## src/rtl/mem_access_pkg.sv

```systemverilog
// Shared pipeline definitions for the memory stage: memory-op encoding,
// access sizes, control-word bit positions and small decode helpers.
package mem_access_pkg;

  typedef enum logic [3:0] {
    MOP_NONE = 4'd0,
    MOP_LB   = 4'd1,
    MOP_LBU  = 4'd2,
    MOP_LH   = 4'd3,
    MOP_LHU  = 4'd4,
    MOP_LW   = 4'd5,
    MOP_SB   = 4'd6,
    MOP_SH   = 4'd7,
    MOP_SW   = 4'd8
  } mem_op_t;

  typedef enum logic [1:0] {
    ST_IDLE,
    ST_REQ,
    ST_WAIT,
    ST_DONE
  } ma_state_t;

  localparam logic [1:0] MSIZE_B = 2'd0;
  localparam logic [1:0] MSIZE_H = 2'd1;
  localparam logic [1:0] MSIZE_W = 2'd2;

  localparam int CTL_WE       = 15;
  localparam int CTL_MEMTOREG = 1;

  function automatic logic is_store(input mem_op_t op);
    return (op == MOP_SB) || (op == MOP_SH) || (op == MOP_SW);
  endfunction

  function automatic logic [1:0] op_size(input mem_op_t op);
    case (op)
      MOP_LB, MOP_LBU, MOP_SB: return MSIZE_B;
      MOP_LH, MOP_LHU, MOP_SH: return MSIZE_H;
      default:                 return MSIZE_W;
    endcase
  endfunction

  // Forces the low address bits to zero for the access width of op.
  function automatic logic [31:0] align_addr(input mem_op_t op, input logic [31:0] addr);
    case (op_size(op))
      MSIZE_H: return {addr[31:1], 1'b0};
      MSIZE_W: return {addr[31:2], 2'b00};
      default: return addr;
    endcase
  endfunction

endpackage

```

## src/rtl/mem_access_format.sv

```systemverilog
// Combinational lane formatting: store strobes/replicated data, little-endian
// load extraction with sign/zero extension, and alignment checking.
module mem_format
  import mem_access_pkg::*;
(
  input  logic [3:0]  mem_op,
  input  logic [1:0]  addr_lo,
  input  logic [31:0] store_data,
  input  logic [31:0] read_word,
  output logic [3:0]  strobe,
  output logic [31:0] lane_data,
  output logic [31:0] load_value,
  output logic        misalign
);

  mem_op_t     op;
  logic [7:0]  byte_sel;
  logic [15:0] half_sel;

  assign op       = mem_op_t'(mem_op);
  assign byte_sel = read_word[{addr_lo, 3'b000} +: 8];
  assign half_sel = addr_lo[1] ? read_word[31:16] : read_word[15:0];

  always_comb begin
    strobe     = 4'b0000;
    lane_data  = 32'h0;
    load_value = 32'h0;
    misalign   = 1'b0;
    case (op)
      MOP_LB:  load_value = {{24{byte_sel[7]}}, byte_sel};
      MOP_LBU: load_value = {24'h0, byte_sel};
      MOP_LH: begin
        load_value = {{16{half_sel[15]}}, half_sel};
        misalign   = addr_lo[0];
      end
      MOP_LHU: begin
        load_value = {16'h0, half_sel};
        misalign   = addr_lo[0];
      end
      MOP_LW: begin
        load_value = read_word;
        misalign   = |addr_lo;
      end
      MOP_SB: begin
        strobe    = 4'b0001 << addr_lo;
        lane_data = {4{store_data[7:0]}};
      end
      MOP_SH: begin
        strobe    = 4'b0011 << {addr_lo[1], 1'b0};
        lane_data = {2{store_data[15:0]}};
        misalign  = addr_lo[0];
      end
      MOP_SW: begin
        strobe    = 4'hF;
        lane_data = store_data;
        misalign  = |addr_lo;
      end
      default: ;
    endcase
  end

endmodule

```

## src/rtl/mem_access.sv

```systemverilog
// MIPS memory stage: accepts one instruction from execute, performs any
// load/store over the request/response bus and presents registered results.
module mem_access
  import mem_access_pkg::*;
#(
  parameter bit STRICT_ALIGN = 1'b1
) (
  input  logic        clk,
  input  logic        resetn,
  input  logic        in_valid,
  output logic        in_ready,
  input  logic [15:0] controlE,
  input  logic [3:0]  mem_opE,
  input  logic [4:0]  rdE,
  input  logic [31:0] ALUoutE,
  input  logic [31:0] WriteDataE,
  output logic        dreq_valid,
  output logic        dreq_write,
  output logic [31:0] dreq_addr,
  output logic [1:0]  dreq_size,
  output logic [3:0]  dreq_strobe,
  output logic [31:0] dreq_data,
  input  logic        dresp_addr_ok,
  input  logic        dresp_data_ok,
  input  logic [31:0] dresp_data,
  output logic [15:0] controlM,
  output logic [4:0]  rdM,
  output logic [31:0] ALUoutM,
  output logic [31:0] ReadDataM,
  output logic        out_valid,
  output logic        adel,
  output logic        ades
);

  ma_state_t   state;
  mem_op_t     op_q;
  mem_op_t     op_in;
  logic [31:0] addr_in;
  logic        reject;
  logic [15:0] ctl_fwd;

  logic [3:0]  fmt_op;
  logic [1:0]  fmt_addr;
  logic [3:0]  fmt_strobe;
  logic [31:0] fmt_lane;
  logic [31:0] fmt_load;
  logic        fmt_misalign;

  assign in_ready = (state == ST_IDLE);
  assign op_in    = mem_op_t'(mem_opE);
  assign addr_in  = STRICT_ALIGN ? ALUoutE : align_addr(op_in, ALUoutE);
  assign reject   = STRICT_ALIGN && fmt_misalign;

  // A rejected misaligned access must never reach the register file.
  always_comb begin
    ctl_fwd = controlE;
    if (reject) ctl_fwd[CTL_WE] = 1'b0;
  end

  // The formatter sees the incoming op while idle and the held request otherwise.
  assign fmt_op   = (state == ST_IDLE) ? op_in : op_q;
  assign fmt_addr = (state == ST_IDLE) ? addr_in[1:0] : dreq_addr[1:0];

  mem_format u_format (
    .mem_op     (fmt_op),
    .addr_lo    (fmt_addr),
    .store_data (WriteDataE),
    .read_word  (dresp_data),
    .strobe     (fmt_strobe),
    .lane_data  (fmt_lane),
    .load_value (fmt_load),
    .misalign   (fmt_misalign)
  );

  always_ff @(posedge clk or negedge resetn) begin
    if (!resetn) begin
      state       <= ST_IDLE;
      op_q        <= MOP_NONE;
      dreq_valid  <= 1'b0;
      dreq_write  <= 1'b0;
      dreq_addr   <= 32'h0;
      dreq_size   <= MSIZE_B;
      dreq_strobe <= 4'b0000;
      dreq_data   <= 32'h0;
      controlM    <= 16'h0;
      rdM         <= 5'd0;
      ALUoutM     <= 32'h0;
      ReadDataM   <= 32'h0;
      out_valid   <= 1'b0;
      adel        <= 1'b0;
      ades        <= 1'b0;
    end else begin
      case (state)
        ST_IDLE: begin
          out_valid <= 1'b0;
          if (in_valid) begin
            op_q      <= op_in;
            controlM  <= ctl_fwd;
            rdM       <= rdE;
            ALUoutM   <= ALUoutE;
            ReadDataM <= 32'h0;
            adel      <= reject && !is_store(op_in);
            ades      <= reject && is_store(op_in);
            if (op_in == MOP_NONE || reject) begin
              state     <= ST_DONE;
              out_valid <= 1'b1;
            end else begin
              state       <= ST_REQ;
              dreq_valid  <= 1'b1;
              dreq_write  <= is_store(op_in);
              dreq_addr   <= addr_in;
              dreq_size   <= op_size(op_in);
              dreq_strobe <= fmt_strobe;
              dreq_data   <= fmt_lane;
            end
          end
        end
        ST_REQ: begin
          if (dresp_addr_ok) begin
            dreq_valid <= 1'b0;
            if (dresp_data_ok) begin
              ReadDataM <= fmt_load;
              state     <= ST_DONE;
              out_valid <= 1'b1;
            end else begin
              state <= ST_WAIT;
            end
          end
        end
        ST_WAIT: begin
          if (dresp_data_ok) begin
            ReadDataM <= fmt_load;
            state     <= ST_DONE;
            out_valid <= 1'b1;
          end
        end
        default: begin
          out_valid <= 1'b0;
          state     <= ST_IDLE;
        end
      endcase
    end
  end

endmodule

```

## config.mk

```make
export PLATFORM = sky130hd
export DESIGN_NAME = mem_access
export DESIGN_NICKNAME = d
export VERILOG_FILES = /design/src/rtl/mem_access_pkg.sv /design/src/rtl/mem_access_format.sv /design/src/rtl/mem_access.sv
export SDC_FILE = /design/constraint.sdc
export NUM_CORES = 1
export LEC_CHECK = 0
export BUFFER_PORTS_ARGS = -buffer_cell sky130_fd_sc_hd__buf_2
export CAP_MARGIN = 20
export CORE_ASPECT_RATIO = 1.4
export CORE_MARGIN = 1.5
export CORE_UTILIZATION = 50
export DETAILED_ROUTE_END_ITERATION = 8
export GPL_TIMING_DRIVEN = 0
export PLACE_DENSITY = 0.81
export SYNTH_ARGS = -nofsm -noshare
export SYNTH_HDL_FRONTEND = slang
export SYNTH_SLANG_ARGS = --single-unit
export TNS_END_PERCENT = 20
```

## constraint.sdc

```tcl
create_clock -name clk -period 3.1 [get_ports clk]
set_input_delay 0.62 -clock clk [delete_from_list [all_inputs] [get_ports clk]]
set_output_delay 0.62 -clock clk [all_outputs]
set_load 0.03 [all_outputs]
```

==> flow_metrics.py <==
metrics = {
    "layout": {
        "ff_latch_area_mm2": 0.00415,
        "drive_above_1_share_pct": 50.9,
        "final_cell_mix": "286 x buf_2, 166 x dfrtp_1, 67 x nand2_1",
        "nNetsFinal": 1048,
        "layout_commonest_cell": "buf_2",
        "syn_to_final_growth_pct": 31.0,
        "utilization_pct": 67.5,
        "multi_input_area_mm2": 0.00344,
        "fill_cells": 1161,
    },
    "route": {
        "drtPass1Iterations": 5,
        "viasPerCell": 5.55,
        "ant_nets": 0,
        "remaining_drc_errors": 0,
        "drt_iter0_drc": 464,
        "vias": 6247,
        "routed_wl_um": 21400,
        "wl_per_cell_um": 19.0,
    },
    "yosys": {
        "async_reset_ff_share_pct": 100,
        "synthCells": 609,
        "synthesis.nets": 739,
        "netlist.area_leader.share_pct": 53.3,
        "synth-main-ff-cell": "dfrtp_1",
        "synth_cell_types": 55,
        "synth-edff-count": 0,
        "seq_area_frac_synth_pct": 53.3,
        "ys_top_cells_by_area": "dfrtp_1 53%, mux2_4 12%, mux2_2 8.7%",
        "ys_ff_latch": 166,
        "yosys_warnings": 0,
        "yosys.area.top_type": "dfrtp_1",
        "synthesis.area_mm2": 0.00779,
        "syn_area_per_cell_um2": 12.8,
    },
    "clock_tree": {
        "clk_pin_slew_ns": 0.07,
        "cts_tree": "built",
        "numCtsBuffers": 17,
        "htreeDepth": 4,
        "root_buffer": "clkbuf_16",
        "cts_hold_buf": 0,
        "cts.sinks": 166,
        "clk_latency_ns": 0.43,
        "cts_max_path_buffers": 2,
    },
    "critical_path": {
        "path_class": "register to register",
        "crit_required_ns": 3.41,
        "cp.arrival_ns": 3.22,
        "cp_max_fo": 10,
        "r2r_cells": 11,
        "end_kind": "register",
        "cp-start-kind": "register",
    },
    "floorplanning": {
        "chipWidth_um": 108,
        "core_area_mm2": 0.0151,
        "ios": 287,
        "initial_core_util_pct": 51.5,
        "rows": 53,
        "die_y_um": 151,
        "dieArea_mm2": 0.0163,
    },
    "timing": {
        "hold_viol": 0,
        "slew-limit-headroom_pct": 39.8,
        "clock.fmax_ghz": 0.343,
        "setup_viol": 0,
        "period_minus_slack_ns": 2.91,
        "rsz0062_at_grt": "false",
        "finalSetupTns_ns": 0,
        "hold_slack_ns": 0.160,
        "fin_skew_ns": 0.00744,
        "fin_ws_ns": 0.188,
        "post-route-period-util_pct": 93.9,
        "maxSlewViolCount": 0,
        "worst_slew_pin_slew_ns": 0.895,
    },
    "power": {
        "clock_power_share_pct": 17.8,
        "seq_power_share_pct": 29.2,
        "p_comb_share_pct": 52.9,
        "power.density_mw_per_mm2": 1190,
        "p_sw_share_pct": 44.8,
        "leakagePower_nw": 5.10,
        "power.internal_mw": 6.69,
        "ir_drop_v": 0.000653,
        "p_sw_mw": 5.44,
    },
    "global_route": {
        "antenna_found_initial": 2,
        "grt_pass1_vias": 6516,
        "grt_max_degree": 91,
        "grt_usage_pct": 26.3,
        "grt_pass1_wl_um": 33000,
        "grt.overflow.total": 0,
    },
    "place": {
        "globalplace.congestion": 0.829,
        "io_buffer_count": 284,
        "place_ws_ns": -0.281,
        "dp_hpwl_um": 15800,
    },
    "flow_run": {
        "drv_cap": 0,
    },
    "min_path": {
        "hold_class": "primary input to asynchronous set/reset pin",
    },
    "run_status": {
        "status": "complete, no violations",
    },
}
==> stage by stage <==
step	cells	cell area (um2)	power (mW)
detailed placement	1086	9490	9.82
floorplan	609	7790	8.03
global placement	1085	9450	9.66
CTS	1121	10200	12.1
global route	1125	10200	12.8
finish	1125	10200	12.1
==> worst paths after layout <==
check                                           from                        end  slack (ns)
setup / recovery                state[1]$_DFFE_PN0P_  dreq_addr[30]$_DFFE_PN0P_        0.19
max in group asynchronous                     resetn    ALUoutM[14]$_DFFE_PN0P_        2.12
setup reg to reg                state[1]$_DFFE_PN0P_  dreq_addr[30]$_DFFE_PN0P_        0.19
min in group clk                              rdE[2]         rdM[2]$_DFFE_PN0P_        0.42
hold reg to reg            ReadDataM[19]$_DFFE_PN0P_  ReadDataM[19]$_DFFE_PN0P_        0.48
hold / removal                                resetn  dreq_data[30]$_DFFE_PN0P_        0.16
==> registers in the layout, indices dropped and copies added, names as in the netlist <==
| name | count |
|---|---|
| dreq_strobe | 4 |
| dreq_write | 1 |
| ReadDataM | 32 |
| controlM | 16 |
| out_valid | 1 |
| ALUoutM | 32 |
| dreq_data | 32 |
| rdM | 5 |
| state | 2 |
| op_q | 4 |
| dreq_addr | 32 |
| ades | 1 |
| dreq_valid | 1 |
| adel | 1 |
| dreq_size | 2 |
==> synth_stat cells, types with 3 or more instances <==
cell       instances
o22ai_1            4
a21oi_1           20
nor2_1            10
o21ai_0           41
a221oi_1           8
dfrtp_1          166
mux2_4            62
buf_6              8
a22o_1            18
mux2_2            60
buf_2              3
o21ai_1           11
inv_1             15
clkbuf_1          21
o2bb2ai_1          6
nor2b_1            5
ha_1               4
mux2i_1           29
a22oi_1            7
nand2_1           67
==> kinds of logic after synthesis <==
family / after synthesis / share of synthesized area (%)
DFF: 166 / 53.3
adders and majority gates: 5 / 0.771
buffers and inverters: 48 / 3.18
and+or+nand+nor: 100 / 5.80
muxes: 156 / 25.6
AOI/OAI and AO/OA: 131 / 11.0
xor gates and xnor gates: 3 / 0.337
==> worst max-delay path, cell delays in order (launching register included) <==
cell and delay (ns):
dfrtp_1 0.43, inv_1 0.14, ha_4 0.21, buf_6 0.18, mux2_2 0.39, nor2_1 0.15
o31a_1 0.23, o21ai_4 0.12, nor3_4 0.24, buf_12 0.17, buf_6 0.21, mux2_4 0.32
==> layout make-up <==
cell class,count,share of cell area (%)
timing repair buffer,290,14.8
clock inverter,15,1.79
clock buffer,17,4.17
buffer,33,1.91
multi-input combinational,395,33.7
inverter,15,0.552
antenna,2,0.0490
sequential,166,40.7
tap,192,2.35
==> per-layer routing <==
metal / global-route usage (%) / share of wire, % / wire length, um
met5: 0 / 0 / 0
met4: 14.0 / 3.6 / 779
met3: 5.80 / 6.9 / 1470
met2: 45.3 / 51 / 11000
met1: 30.1 / 38 / 8120
==> power by group through the flow <==
| stage | Combinational (mW) | Clock [mW] | Sequential (mW) |
|---|---|---|---|
| finish | 6.42 | 2.16 | 3.55 |
| global route | 6.82 | 2.29 | 3.65 |
| CTS | 6.36 | 2.20 | 3.54 |
| detailed placement | 6.26 | 0 | 3.55 |
| global placement | 6.15 | 0 | 3.52 |
| floorplan | 2.85 | 0 | 5.18 |
==> repair_timing <==
action / CTS / global route
resized for setup: 4 / 6
pin swaps: 2 / 0
endpoints found under the hold margin: 0 / 0
setup buffers: 3 / 2
setup endpoints to repair: 92 / 89
Note: power is estimated with default switching activity, not from simulation.
